[src/rtl/hc595_chain_driver_if.sv]
// hc595_chain_driver_if: bundles the request side and the 74HC595 pin side of
// hc595_chain_driver.
//   data   frame to shift (DATA_W bits), sampled when a start is accepted
//   start  transfer request
//   busy   frame in flight
//   done   one-cycle pulse at the end of the latch pulse
//   sh_cp  shift clock to the chain
//   st_cp  storage (latch) clock to the chain
//   ds     serial data to the first 595
// master: the requester (drives data/start, observes everything else).
// slave:  the driver itself.
interface hc595_chain_driver_if #(
    parameter int unsigned DATA_W = 16
);
    logic [DATA_W-1:0] data;
    logic              start;
    logic              busy;
    logic              done;
    logic              sh_cp;
    logic              st_cp;
    logic              ds;

    modport master (
        output data, start,
        input  busy, done, sh_cp, st_cp, ds
    );

    modport slave (
        input  data, start,
        output busy, done, sh_cp, st_cp, ds
    );
endinterface

[src/rtl/hc595_chain_driver.sv]
// hc595_chain_driver: start/busy/done serial engine for a cascade of 74HC595s.
// Each accepted start shifts one DATA_W-bit frame on sh_cp/ds, then issues a
// single st_cp latch pulse and a one-cycle done pulse. Every phase (sh_cp low,
// sh_cp high, st_cp high) lasts CLK_DIV clk cycles.
// Ports:
//   clk      system clock
//   reset_n  asynchronous active-low reset
//   bus      hc595_chain_driver_if.slave (data, start, busy, done, sh_cp, st_cp, ds)
// Parameters: DATA_W, CLK_DIV, LSB_FIRST, REFRESH_CYC.
// Optional feature: define HC595_AUTO_REFRESH_EN to re-send the current data
// automatically after REFRESH_CYC idle cycles.
module hc595_chain_driver #(
    parameter int unsigned DATA_W      = 16,
    parameter int unsigned CLK_DIV     = 2,
    parameter int unsigned LSB_FIRST   = 0,
    parameter int unsigned REFRESH_CYC = 50000
) (
    input logic                   clk,
    input logic                   reset_n,
    hc595_chain_driver_if.slave   bus
);
    localparam int unsigned CNT_W = $clog2(DATA_W + 1);
    localparam int unsigned DIV_W = $clog2(CLK_DIV + 1);

    typedef enum logic [1:0] {StIdle, StShiftLo, StShiftHi, StLatch} state_e;

    state_e            state_q, state_d;
    logic [DIV_W-1:0]  div_q, div_d;
    logic [CNT_W-1:0]  bit_cnt_q, bit_cnt_d;
    logic [DATA_W-1:0] sreg_q, sreg_d;
    logic              ds_q, ds_d;
    logic              sh_cp_q, sh_cp_d;
    logic              st_cp_q, st_cp_d;
    logic              busy_q, busy_d;
    logic              done_q, done_d;
    logic              tick;
    logic              start_go;

    function automatic logic first_bit(input logic [DATA_W-1:0] d);
        return (LSB_FIRST != 0) ? d[0] : d[DATA_W-1];
    endfunction

    function automatic logic [DATA_W-1:0] advance(input logic [DATA_W-1:0] d);
        return (LSB_FIRST != 0) ? (d >> 1) : (d << 1);
    endfunction

`ifdef HC595_AUTO_REFRESH_EN
    localparam int unsigned IDLE_W = $clog2(REFRESH_CYC + 1);

    logic [IDLE_W-1:0] idle_cnt_q, idle_cnt_d;
    logic              refresh_go;

    // Counts only while idle; any frame (external or internal) restarts it.
    assign refresh_go = (idle_cnt_q == IDLE_W'(REFRESH_CYC - 1));
    assign start_go   = (state_q == StIdle) && (bus.start || refresh_go);

    always_comb begin
        idle_cnt_d = '0;
        if ((state_q == StIdle) && !start_go) begin
            idle_cnt_d = idle_cnt_q + IDLE_W'(1);
        end
    end

    always_ff @(posedge clk or negedge reset_n) begin
        if (!reset_n) begin
            idle_cnt_q <= '0;
        end else begin
            idle_cnt_q <= idle_cnt_d;
        end
    end
`else
    assign start_go = (state_q == StIdle) && bus.start;
`endif

    assign tick = (div_q == DIV_W'(CLK_DIV - 1));

    always_comb begin
        state_d   = state_q;
        div_d     = div_q;
        bit_cnt_d = bit_cnt_q;
        sreg_d    = sreg_q;
        ds_d      = ds_q;
        sh_cp_d   = sh_cp_q;
        st_cp_d   = st_cp_q;
        busy_d    = busy_q;
        done_d    = 1'b0;

        unique case (state_q)
            StIdle: begin
                div_d = '0;
                if (start_go) begin
                    sreg_d    = bus.data;
                    bit_cnt_d = CNT_W'(DATA_W);
                    ds_d      = first_bit(bus.data);
                    sh_cp_d   = 1'b0;
                    busy_d    = 1'b1;
                    state_d   = StShiftLo;
                end
            end
            StShiftLo: begin
                if (tick) begin
                    div_d   = '0;
                    sh_cp_d = 1'b1;
                    state_d = StShiftHi;
                end else begin
                    div_d = div_q + DIV_W'(1);
                end
            end
            StShiftHi: begin
                if (tick) begin
                    div_d   = '0;
                    sh_cp_d = 1'b0;
                    // bit_cnt_q counts the bit currently on ds as well.
                    if (bit_cnt_q != CNT_W'(1)) begin
                        sreg_d    = advance(sreg_q);
                        ds_d      = first_bit(advance(sreg_q));
                        bit_cnt_d = bit_cnt_q - CNT_W'(1);
                        state_d   = StShiftLo;
                    end else begin
                        bit_cnt_d = '0;
                        ds_d      = 1'b0;
                        st_cp_d   = 1'b1;
                        state_d   = StLatch;
                    end
                end else begin
                    div_d = div_q + DIV_W'(1);
                end
            end
            StLatch: begin
                if (tick) begin
                    div_d   = '0;
                    st_cp_d = 1'b0;
                    done_d  = 1'b1;
                    busy_d  = 1'b0;
                    state_d = StIdle;
                end else begin
                    div_d = div_q + DIV_W'(1);
                end
            end
            default: state_d = StIdle;
        endcase
    end

    always_ff @(posedge clk or negedge reset_n) begin
        if (!reset_n) begin
            state_q   <= StIdle;
            div_q     <= '0;
            bit_cnt_q <= '0;
            sreg_q    <= '0;
            ds_q      <= 1'b0;
            sh_cp_q   <= 1'b0;
            st_cp_q   <= 1'b0;
            busy_q    <= 1'b0;
            done_q    <= 1'b0;
        end else begin
            state_q   <= state_d;
            div_q     <= div_d;
            bit_cnt_q <= bit_cnt_d;
            sreg_q    <= sreg_d;
            ds_q      <= ds_d;
            sh_cp_q   <= sh_cp_d;
            st_cp_q   <= st_cp_d;
            busy_q    <= busy_d;
            done_q    <= done_d;
        end
    end

    assign bus.busy  = busy_q;
    assign bus.done  = done_q;
    assign bus.sh_cp = sh_cp_q;
    assign bus.st_cp = st_cp_q;
    assign bus.ds    = ds_q;

endmodule

[src/flat_wrapper.sv]
// flat-port wrapper written by rule: the top's interface ports become plain ports
module hc595_chain_driver_flat 
#(
    parameter int unsigned DATA_W      = 16,
    parameter int unsigned CLK_DIV     = 2,
    parameter int unsigned LSB_FIRST   = 0,
    parameter int unsigned REFRESH_CYC = 50000
)
  (clk, reset_n, bus_data, bus_start, bus_busy, bus_done, bus_sh_cp, bus_st_cp, bus_ds);
  hc595_chain_driver_if #(.DATA_W(DATA_W)) bus_i ();
  input logic clk;
  input logic reset_n;
  input wire logic [$bits(bus_i.data)-1:0] bus_data;
  input wire logic [$bits(bus_i.start)-1:0] bus_start;
  output wire logic [$bits(bus_i.busy)-1:0] bus_busy;
  output wire logic [$bits(bus_i.done)-1:0] bus_done;
  output wire logic [$bits(bus_i.sh_cp)-1:0] bus_sh_cp;
  output wire logic [$bits(bus_i.st_cp)-1:0] bus_st_cp;
  output wire logic [$bits(bus_i.ds)-1:0] bus_ds;
  assign bus_i.data = bus_data;
  assign bus_i.start = bus_start;
  assign bus_busy = bus_i.busy;
  assign bus_done = bus_i.done;
  assign bus_sh_cp = bus_i.sh_cp;
  assign bus_st_cp = bus_i.st_cp;
  assign bus_ds = bus_i.ds;
  hc595_chain_driver #(.DATA_W(DATA_W), .CLK_DIV(CLK_DIV), .LSB_FIRST(LSB_FIRST), .REFRESH_CYC(REFRESH_CYC)) u_core (.clk(clk), .reset_n(reset_n), .bus(bus_i));
endmodule
[config.mk]
export PLATFORM = sky130hd
export DESIGN_NAME = hc595_chain_driver_flat
export DESIGN_NICKNAME = d
export VERILOG_FILES = /design/src/rtl/hc595_chain_driver_if.sv /design/src/rtl/hc595_chain_driver.sv /design/src/flat_wrapper.sv
export SDC_FILE = /design/constraint.sdc
export NUM_CORES = 1
export LEC_CHECK = 0
export BUFFER_PORTS_ARGS = -buffer_cell sky130_fd_sc_hd__buf_2
export CORE_AREA = 4 4 72 74
export DETAILED_ROUTE_END_ITERATION = 16
export DIE_AREA = 0 0 76 78
export HOLD_SLACK_MARGIN = 0.03
export PLACE_DENSITY = 0.55
export SLEW_MARGIN = 30
export SYNTH_ARGS = -nofsm -noshare
export SYNTH_HDL_FRONTEND = slang
export SYNTH_SLANG_ARGS = --single-unit
[constraint.sdc]
create_clock -name clk -period 6.3 [get_ports clk]
set_clock_uncertainty 0.2 [all_clocks]
set_input_delay 0.315 -clock clk [delete_from_list [all_inputs] [get_ports clk]]
set_output_delay 0.315 -clock clk [all_outputs]
set_load 0.03 [all_outputs]
==> flow_summary.yaml, run 1 <==
logic_synthesis:
  syn-num-nets: 144
  synth_ff_type: "dfrtp_1"
  synth_cell_types: 43
  synth_compound_area_frac: 0.120
  muxShareOfSynthArea: 0.231
  synth_edf_count: 0
  synth_top_family_by_area: "multiplexers"
  async_flop_share: 1.00
  ys_seq_area_frac: 0.466
  synth_fa_ha_area_frac: 0.0161
  yosys_register_bits: 29
  synthSimpleGateAreaFrac: 0.109
  synthXorXnorAreaFrac: 0
  ys_warn_count: 0
  synth_area_sq_um: 1560
  synth_cells: 123
  syn_avg_cell_area_sq_um: 12.7
power:
  p_leak_nw: 0.851
  p_seq_frac: 0.376
  ir_drop_v: 0.000125
  p_int_mw: 0.607
  clockPowerShare: 0.177
  power_frac_comb: 0.447
  swShare: 0.361
  power.switching_mw: 0.344
  power_density_nw_per_um2: 528
timing:
  setup_violations: 0
  tightest_slew_ps: 642
  rsz0062_at_grt: "no"
  hold_viol_final: 0
  fin_crit_ps: 2410
  slew_viol_final: 0
  slew-limit-headroom: 0.572
  fin_crit_sh: 0.383
  layout_setup_ws_ps: 3890
  setup_tns_ps: 0
  max_freq_mhz: 414
critical_path:
  critPathMaxStageDelay_ps: 580
  path_cells: "or3b_1 -> a22oi_4 -> mux2_2"
  slowest_stage: "a22oi_4"
  critical_path_class: "reg2reg"
  critPathLaunchType: "flip-flop"
  cp.required_ps: 6260
  cp_data_arrival_time_ps: 2380
  endpoint_kind: "flip-flop"
  crit_fanout: 18
routing:
  vias_per_cell: 5.07
  wl_per_cell_microns: 14.7
  routed_wirelength_microns: 2980
  drc_errors: 0
  vias: 1030
  dr.pass1.iters: 4
  drt_iter0_drc: 59
  drtAntennaViolNets: 0
floorplan:
  initial_utilization: 0.339
  dieHeight_microns: 78
  fp-row-count: 25
  ios: 24
  fp.dieW_microns: 76
  die_area_sq_um: 5930
  core_area_sq_um: 4600
global_route:
  grt_pass1_vias: 1069
  antenna_found_initial: 0
  track_usage: 0.110
  globalRouteOverflowTotal: 0
  grt_max_degree: 30
  grt_pass1_wl_microns: 5140
final_layout:
  drive_gt1_frac: 0.423
  final_nets: 169
  final_common_cell: "dfrtp_1"
  layout_common_cells: "29 x dfrtp_1, 23 x buf_2, 19 x mux2_2"
  n_antenna_cell: 0
  fill_cells: 431
  post-route-util: 0.391
  stdcell_count: 203
  syn_to_final_growth_pct: 15.5
clock_network:
  cts_setup_buffers: 0
  root_buffer: "clkbuf_8"
  path_clk_slew_ps: 60
  clock-sinks: 29
  cts_buffers: 5
  insertion_delay_ps: 270
  cts_buffer_depth: 2
  cts_tree: "built"
  htree_levels: 2
worst_hold_path:
  hold_class: "in2reg"
placed_design:
  place_ws_ps: 3860
  dp_cells: 194
  dp_hpwl_microns: 2130
  place.gp.congestion: 0.818
  port_buffers: 23
flow_run:
  cap_violations: 0
status:
  status: "finished clean"
[critical path, delay by kind of cell (launching register included)]
family	cells	cell delay (ps)
AND/OR/NAND/NOR	1	560
multiplexers	1	400
flip-flops	1	570
AO/OA/AOI/OAI	1	580
[sequential cells by signal (all words and copies together), names as in the netlist]
register,cells
u_core.sreg_q,15
u_core.bit_cnt_q,5
u_core.div_q,2
u_core.state_q,2
u_core.bus.busy,1
u_core.bus.done,1
u_core.bus.ds,1
u_core.bus.sh_cp,1
u_core.bus.st_cp,1
[per-stage QoR]
| step | hold slack [ps] | power [mW] | cell area [sq um] |
|---|---|---|---|
| 3_5_place_dp | 192 | 0.791 | 1690 |
| 2_1_floorplan | -181 | 0.724 | 1560 |
| 3_3_place_gp | 171 | 0.776 | 1690 |
| 5_1_grt | 110 | 1.03 | 1800 |
| 4_1_cts | 104 | 0.962 | 1800 |
| 6_report | 110 | 0.951 | 1800 |
[power groups by stage]
| stage | Clock, mW | Combinational, mW | Sequential, mW |
|---|---|---|---|
| finish | 0.168 | 0.425 | 0.358 |
| global route | 0.184 | 0.468 | 0.373 |
| CTS | 0.174 | 0.431 | 0.357 |
| detailed placement | 0 | 0.430 | 0.360 |
| global placement | 0 | 0.422 | 0.355 |
| floorplan | 0 | 0.377 | 0.347 |
[per-layer routing]
layer  track usage  wire length (microns)  vias up
li1              -                      -      503
met1         0.133                   1330      508
met2         0.177                   1510       14
met3        0.0325                     66        5
met4        0.0587                     77        0
met5             0                      0        -
[cells in the mapped netlist, types with 2 or more instances]
master     count  area [sq um]
a22oi_1        2          15.0
buf_2          2          10.0
nor2b_1        2          12.5
buf_6          2          22.5
nand2b_1       3          18.8
clkbuf_1       2          7.51
nor3b_1        2          15.0
inv_1          8          30.0
ha_1           2          25.0
a21oi_1        6          30.0
a32oi_1        2          17.5
nor2_1         4          15.0
mux2_2        19           214
mux2_4         9           135
a2bb2oi_1      2          17.5
dfrtp_1       29           726
[layout make-up]
cell class,instances,area (sq um),share of cell area
tap,54,67.6,0.0376
multi-input combinational,79,742,0.412
clock inverter,1,5.00,0.00278
inverter,8,30.0,0.0167
timing repair buffer,25,133,0.0737
clock buffer,7,96.3,0.0535
sequential,29,726,0.403
[timing repair]
item / CTS / global route
hold buffers: 1 / 0
endpoints found under the hold margin: 29 / 0
resized for setup: 0 / 0
[final timing paths]
| kind | slack (ps) | from | to | cells after the start |
|---|---|---|---|---|
| worst max-delay path | 3890 | u_core.state_q[1] | u_core.sreg_q[7] | 3 |
| worst min-delay path | 110 | bus_data[0] | u_core.sreg_q[0] | 3 |
| worst max register to register | 3890 | u_core.state_q[1] | u_core.sreg_q[7] | 3 |
| worst min register to register | 290 | u_core.bus.st_cp | u_core.bus.st_cp | 2 |
| max in group asynchronous | 5090 | reset_n | u_core.sreg_q[1] | 2 |
| min in group asynchronous | 400 | reset_n | u_core.bus.busy | 2 |
[kinds of logic after synthesis]
kind of cell,count (synthesis)
DFF,29
AOI/OAI and AO/OA,24
and+or+nand+nor,24
buffers and inverters,15
muxes,29
adders and majority gates,2
Note: power is estimated with default switching activity, not from simulation.
==> inputs of run 2 (changes only) <==
--- a/config.mk
+++ b/config.mk
@@ -5,12 +5,13 @@
 export SDC_FILE = /design/constraint.sdc
 export NUM_CORES = 1
 export LEC_CHECK = 0
+export ABC_AREA = 1
 export BUFFER_PORTS_ARGS = -buffer_cell sky130_fd_sc_hd__buf_2
 export CORE_AREA = 4 4 72 74
 export DETAILED_ROUTE_END_ITERATION = 16
 export DIE_AREA = 0 0 76 78
 export HOLD_SLACK_MARGIN = 0.03
-export PLACE_DENSITY = 0.55
+export PLACE_DENSITY = 0.54
 export SLEW_MARGIN = 30
 export SYNTH_ARGS = -nofsm -noshare
 export SYNTH_HDL_FRONTEND = slang
==> constraint.sdc (replaced) <==
create_clock -name clk -period 2.5 [get_ports clk]
set_clock_uncertainty 0.2 [all_clocks]
set_input_delay 0.125 -clock clk [delete_from_list [all_inputs] [get_ports clk]]
set_output_delay 0.125 -clock clk [all_outputs]
set_load 0.03 [all_outputs]
==> run 2 against run 1 <==
  * First-iteration DRC count up 46%
  * Sequential power up 130%
  * Register-to-register slack worse by 3100 ps
  * Cell area up 7.5%
  * Sequential share of layout area down 2.8 points
  * Setup slack worse by 3100 ps
  * Largest power group unchanged
==> flow_summary.yaml, run 2 <==
status:
  status: "finished clean"
global_route:
  grt_busiest_layer: "met2"
  grt_pass1_vias: 1310
  grt_max_degree: 30
  use_met3: 0.0290
  globalRouteOverflowTotal: 0
  track_usage: 0.123
  antenna_found_initial: 0
  grt_use_met2: 0.199
  grt_pass1_wl_microns: 5960
  met1_usage: 0.157
clock_network:
  ctsResizeCount: 0
  clock-sinks: 29
  insertion_delay_ps: 270
  path_clk_slew_ps: 60
  cts_tree: "built"
  htree_levels: 2
  cts_buffers: 5
  cts_buffer_depth: 2
  root_buffer: "clkbuf_8"
routing:
  vias_per_cell: 4.50
  routed_wirelength_microns: 3380
  drc_errors: 0
  drtAntennaViolNets: 0
  drt_iter0_drc: 86
  vias: 1365
  dr.pass1.iters: 4
  wl_per_cell_microns: 11.1
timing:
  fin_crit_ps: 1700
  holdWs_ps: 208
  rsz0062_at_grt: "no"
  setup_tns_ps: 0
  max_freq_mhz: 589
  hold_viol_final: 0
  slew-limit-headroom: 0.575
  slew_viol_final: 0
  fin_crit_sh: 0.679
  tightest_slew_ps: 638
  layout_setup_ws_ps: 802
  setup_violations: 0
final_layout:
  n_antenna_cell: 0
  final_common_cell: "nand2_1"
  syn_to_final_growth_pct: 25.1
  drive_gt1_frac: 0.181
  largest_reg_flops: 15
  final_nets: 269
  layout_common_cells: "116 x nand2_1, 29 x dfrtp_1, 23 x buf_2"
  top_regs: "u_core.sreg_q x15, u_core.bit_cnt_q x5"
  fill_cells: 500
  top_register: "u_core.sreg_q"
logic_synthesis:
  syn_avg_cell_area_sq_um: 7.54
  synth_ff_type: "dfrtp_1"
  synth_edf_count: 0
  yosys-top-cells-count: "116 x nand2_1, 29 x dfrtp_1, 9 x inv_1, 9 x nor2_1, 8 x nand3_1"
  ys_seq_area_frac: 0.469
  yosys_register_bits: 29
  synth_cells: 205
  synth_top_area_frac: 0.469
  synth_area_leaders: "dfrtp_1 47%, nand2_1 28%, buf_6 2.9%"
  async_flop_share: 1.00
  synth_cell_types: 27
  ys_warn_count: 0
  yosys.area.top_type: "dfrtp_1"
  synth_area_sq_um: 1550
  syn-num-nets: 226
  synth_most_common_cell: "nand2_1"
worst_hold_path:
  hold_class: "in2async"
critical_path:
  cp_data_arrival_time_ps: 1710
  cp.required_ps: 2510
  critical_path_class: "reg2reg"
  critPathLaunchType: "flip-flop"
  crit_fanout: 17
  endpoint_kind: "flip-flop"
placed_design:
  place_ws_ps: 807
  port_buffers: 23
  dp_hpwl_microns: 2310
  place.gp.congestion: 0.750
floorplan:
  dieHeight_microns: 78
  die_area_sq_um: 5930
  ios: 24
  core_area_sq_um: 4600
  fp.dieW_microns: 76
  fp-row-count: 25
  initial_utilization: 0.336
power:
  ir_drop_v: 0.000324
  power_density_nw_per_um2: 1120
  p_leak_nw: 1.06
flow_run:
  cap_violations: 0
run 2: cell types whose count changed after synthesis, sizes merged, moves of 4 or more:
cell / change
inv: +4
o21ai: +5
nor2: +8
nand2: +120
nand3: +8
a21oi: -4
mux2: -28
run 2: critical path, cell delays in order (launching register included):
cell	delay (ps)
dfrtp_1	470
inv_2	80
nand2_2	290
nor2_2	110
nor2_4	310
nand2_1	90
nand2_1	80
run 2: through the flow:
step	util	total power [mW]	cells	cell area [sq um]
after floorplan	-	1.62	205	1550
after global placement	0.364	1.79	277	1670
after detailed placement	0.364	1.79	277	1670
after CTS	0.421	2.20	303	1930
after global routing	0.421	2.39	303	1930
final	0.421	2.16	303	1930
run 2: cell families after synthesis:
family | Yosys count | share of synthesized area
AO/OA/AOI/OAI | 10 | 0.0437
XOR/XNOR | 1 | 0.00566
adder cells (fa/ha/maj) | 2 | 0.0162
buffers and inverters | 18 | 0.0728
flip-flops | 29 | 0.469
AND/OR/NAND/NOR | 145 | 0.392
run 2: cell type report:
cell class / count / area [sq um] / share of cell area
Timing Repair Buffer: 42 / 303 / 0.157
Sequential cell: 29 / 726 / 0.375
Multi-Input combinational cell: 158 / 708 / 0.366
Clock buffer: 6 / 72.6 / 0.0375
Inverter: 12 / 47.5 / 0.0246
Clock inverter: 2 / 10.0 / 0.00517
Tap cell: 54 / 67.6 / 0.0349
run 2: power breakdown:
group          internal (mW)  switching [mW]  total (mW)
Clock                  0.192           0.173       0.365
Combinational          0.330           0.647       0.978
Sequential             0.677           0.143       0.820
run 2: timing repair:
| action | in CTS | in global routing |
|---|---|---|
| hold buffers | 18 | 0 |
| buffers inserted | 0 | 0 |
| endpoints found under the hold margin | 46 | 0 |
run 2: metal layers:
| layer | share of wire | routed length (microns) |
|---|---|---|
| met3 | 0.039 | 133 |
| met4 | 0.020 | 67 |
| met5 | 0 | 0 |
| met1 | 0.45 | 1540 |
| met2 | 0.49 | 1640 |
run 2: path summary, 6_finish.rpt:
check	start	endpoint	slack [ps]	cells after the start
max in group asynchronous	reset_n	u_core.bus.busy	1480	2
worst max register to register	u_core.state_q[0]	u_core.sreg_q[4]	800	6
worst min register to register	u_core.bus.sh_cp	u_core.bus.sh_cp	270	2
worst max-delay path	u_core.state_q[0]	u_core.sreg_q[4]	800	6
min in group clk	u_core.bus.sh_cp	u_core.bus.sh_cp	270	2
worst min-delay path	reset_n	u_core.sreg_q[1]	210	2
==> inputs of run 3 (changes only) <==
--- a/config.mk
+++ b/config.mk
@@ -11,7 +11,7 @@
 export DETAILED_ROUTE_END_ITERATION = 16
 export DIE_AREA = 0 0 76 78
 export HOLD_SLACK_MARGIN = 0.03
-export PLACE_DENSITY = 0.54
+export PLACE_DENSITY = 0.56
 export SLEW_MARGIN = 30
 export SYNTH_ARGS = -nofsm -noshare
 export SYNTH_HDL_FRONTEND = slang
==> constraint.sdc (replaced) <==
create_clock -name clk -period 1.5 [get_ports clk]
set_clock_uncertainty 0.2 [all_clocks]
set_input_delay 0.075 -clock clk [delete_from_list [all_inputs] [get_ports clk]]
set_output_delay 0.075 -clock clk [all_outputs]
set_load 0.03 [all_outputs]
==> run 3 against run 2 <==
  * Setup slack worse by 800 ps
  * Sequential cell count unchanged
  * Non-clock buffer count up 21
  * Clock-buffer cell count unchanged
  * Global-route usage up 0.42 points
  * Worst hold slack worse by 85 ps
  * Power up 99%
  * First-iteration DRC count down 16%
  * Routed wire length up 9.3%
  * Sequential power up 70%
==> flow_summary.yaml, run 3 (synthesized netlist as in run 2, its figures left out) <==
routing:
  vias: 1451
  wl_per_cell_microns: 11.4
  routed_wirelength_microns: 3690
  vias_per_cell: 4.48
  drtAntennaViolNets: 0
  dr.pass1.iters: 4
  drc_errors: 0
  drt_iter0_drc: 72
final_layout:
  top_regs: "u_core.sreg_q x15, u_core.bit_cnt_q x5"
  multi_input_area_sq_um: 791
  regArea_sq_um: 728
  fin_area_sq_um: 2240
  top_register: "u_core.sreg_q"
  n_antenna_cell: 0
  syn_to_final_growth_pct: 44.7
  largest_reg_flops: 15
  final_nets: 290
  drive_gt1_frac: 0.311
  layout_common_cells: "106 x nand2_1, 27 x dfrtp_1, 23 x buf_2"
  post-route-util: 0.487
  stdcell_count: 324
  fill_cells: 459
  final_common_cell: "nand2_1"
global_route:
  globalRouteOverflowTotal: 0
  antenna_found_initial: 0
  grt_pass1_vias: 1352
  track_usage: 0.127
  grt_max_degree: 30
  grt_pass1_wl_microns: 6060
timing:
  holdWs_ps: 122
  rsz0062_at_grt: "yes"
  max_freq_mhz: 668
  fin_crit_ps: 1500
  setup_violations: 0
  tightest_slew_ps: 370
  layout_setup_ws_ps: 2.87
  fin_crit_sh: 0.998
  slew_viol_final: 0
  hold_viol_final: 0
  setup_tns_ps: 0
  slew-limit-headroom: 0.753
floorplan:
  ios: 24
  core_area_sq_um: 4600
  die_area_sq_um: 5930
  fp.dieW_microns: 76
  dieHeight_microns: 78
  initial_utilization: 0.336
  fp-row-count: 25
status:
  status: "finished clean"
critical_path:
  critPathMaxStageDelay_ps: 460
  cp_data_arrival_time_ps: 1470
  endpoint_kind: "flip-flop"
  crit_fanout: 7
  critical_path_class: "reg2reg"
  cp.required_ps: 1480
  rr_worst_depth: 7
  r2r-end: "u_core.sreg_q[1]"
  rr_startpoint: "u_core.state_q[1]"
  slowest_stage: "dfrtp_2"
  critPathLaunchType: "flip-flop"
  r2r_slack_ps: 3
  path_cells: "buf_4 -> buf_4 -> nand2_2 -> nand2_4 -> clkbuf_16 -> nand2_2 -> nand2_1"
power:
  p_int_mw: 2.47
  power.switching_mw: 1.84
  p_total_mw: 4.30
  ir_drop_v: 0.000795
  p_seq_frac: 0.324
  power_density_nw_per_um2: 1920
  power_frac_comb: 0.534
  swShare: 0.427
  clockPowerShare: 0.142
  p_leak_nw: 1.20
clock_network:
  cts_buffers: 5
  htree_levels: 2
  cts_buffer_depth: 2
  root_buffer: "clkbuf_8"
  clock-sinks: 29
  cts_tree: "built"
  path_clk_slew_ps: 70
  insertion_delay_ps: 280
placed_design:
  dp_hpwl_microns: 2300
  dp_cells: 294
  place.gp.congestion: 0.724
  placed_area_sq_um: 1820
  place_ws_ps: -49.7
  port_buffers: 23
worst_hold_path:
  hold_class: "in2async"
flow_run:
  cap_violations: 0
## run 3: cell count changes in the layout (fill, tap and decap cells not counted), moves of 3 or more
cell and change:
buf_4 +15, nand2_2 +7, nand2_4 +3, nand2_1 -10, nor2_1 -3
## run 3: final cells by class
type | count | area share
Clock inverter | 2 | 0.00447
Tap cell | 54 | 0.0302
Clock buffer | 6 | 0.0324
Inverter | 12 | 0.0212
Sequential cell | 29 | 0.325
Multi-Input combinational cell | 158 | 0.353
Timing Repair Buffer | 63 | 0.233
## run 3: how the worst max path moves through the flow
stage                             start                end  slack (ps)  depth (start not counted)
floorplan           u_core.bit_cnt_q[1]  u_core.sreg_q[11]          20                          8
global placement    u_core.bit_cnt_q[1]   u_core.sreg_q[3]         -40                          9
detailed placement  u_core.bit_cnt_q[1]  u_core.sreg_q[13]         -50                          9
CTS                 u_core.bit_cnt_q[1]  u_core.sreg_q[13]          -7                          9
global route        u_core.bit_cnt_q[1]   u_core.sreg_q[1]         -60                          9
finish                u_core.state_q[1]   u_core.sreg_q[1]           3                          7
## run 3: power by group through the flow
stage               logic, mW  registers [mW]  clock network (mW)
detailed placement       1.94            1.35                   0
floorplan                1.30            1.41                   0
global route             2.55            1.42               0.674
CTS                      2.01            1.35               0.638
finish                   2.30            1.39               0.611
global placement         1.92            1.35                   0
## run 3: critical path, delay by kind of cell (launching register included)
family | cells | cell delay (ps)
simple gates | 4 | 250
flops | 1 | 460
buf+inv | 3 | 470
## run 3: timing repair
item | CTS | global route
endpoints found under the hold margin | 47 | 0
pin swaps | 2 | 21
setup buffers | 1 | 4
resized for setup | 5 | 25
hold buffers | 18 | 0
endpoints found under the setup margin | 19 | 22
gates cloned | 0 | 1
## run 3: metal layers
| layer | global-route usage | wire (microns) | vias to the layer above |
|---|---|---|---|
| met5 | 0 | 0 | - |
| met4 | 0.0480 | 59 | 0 |
| met3 | 0.0360 | 91 | 6 |
| met2 | 0.223 | 1900 | 17 |
| met1 | 0.145 | 1640 | 672 |
| li1 | - | - | 756 |
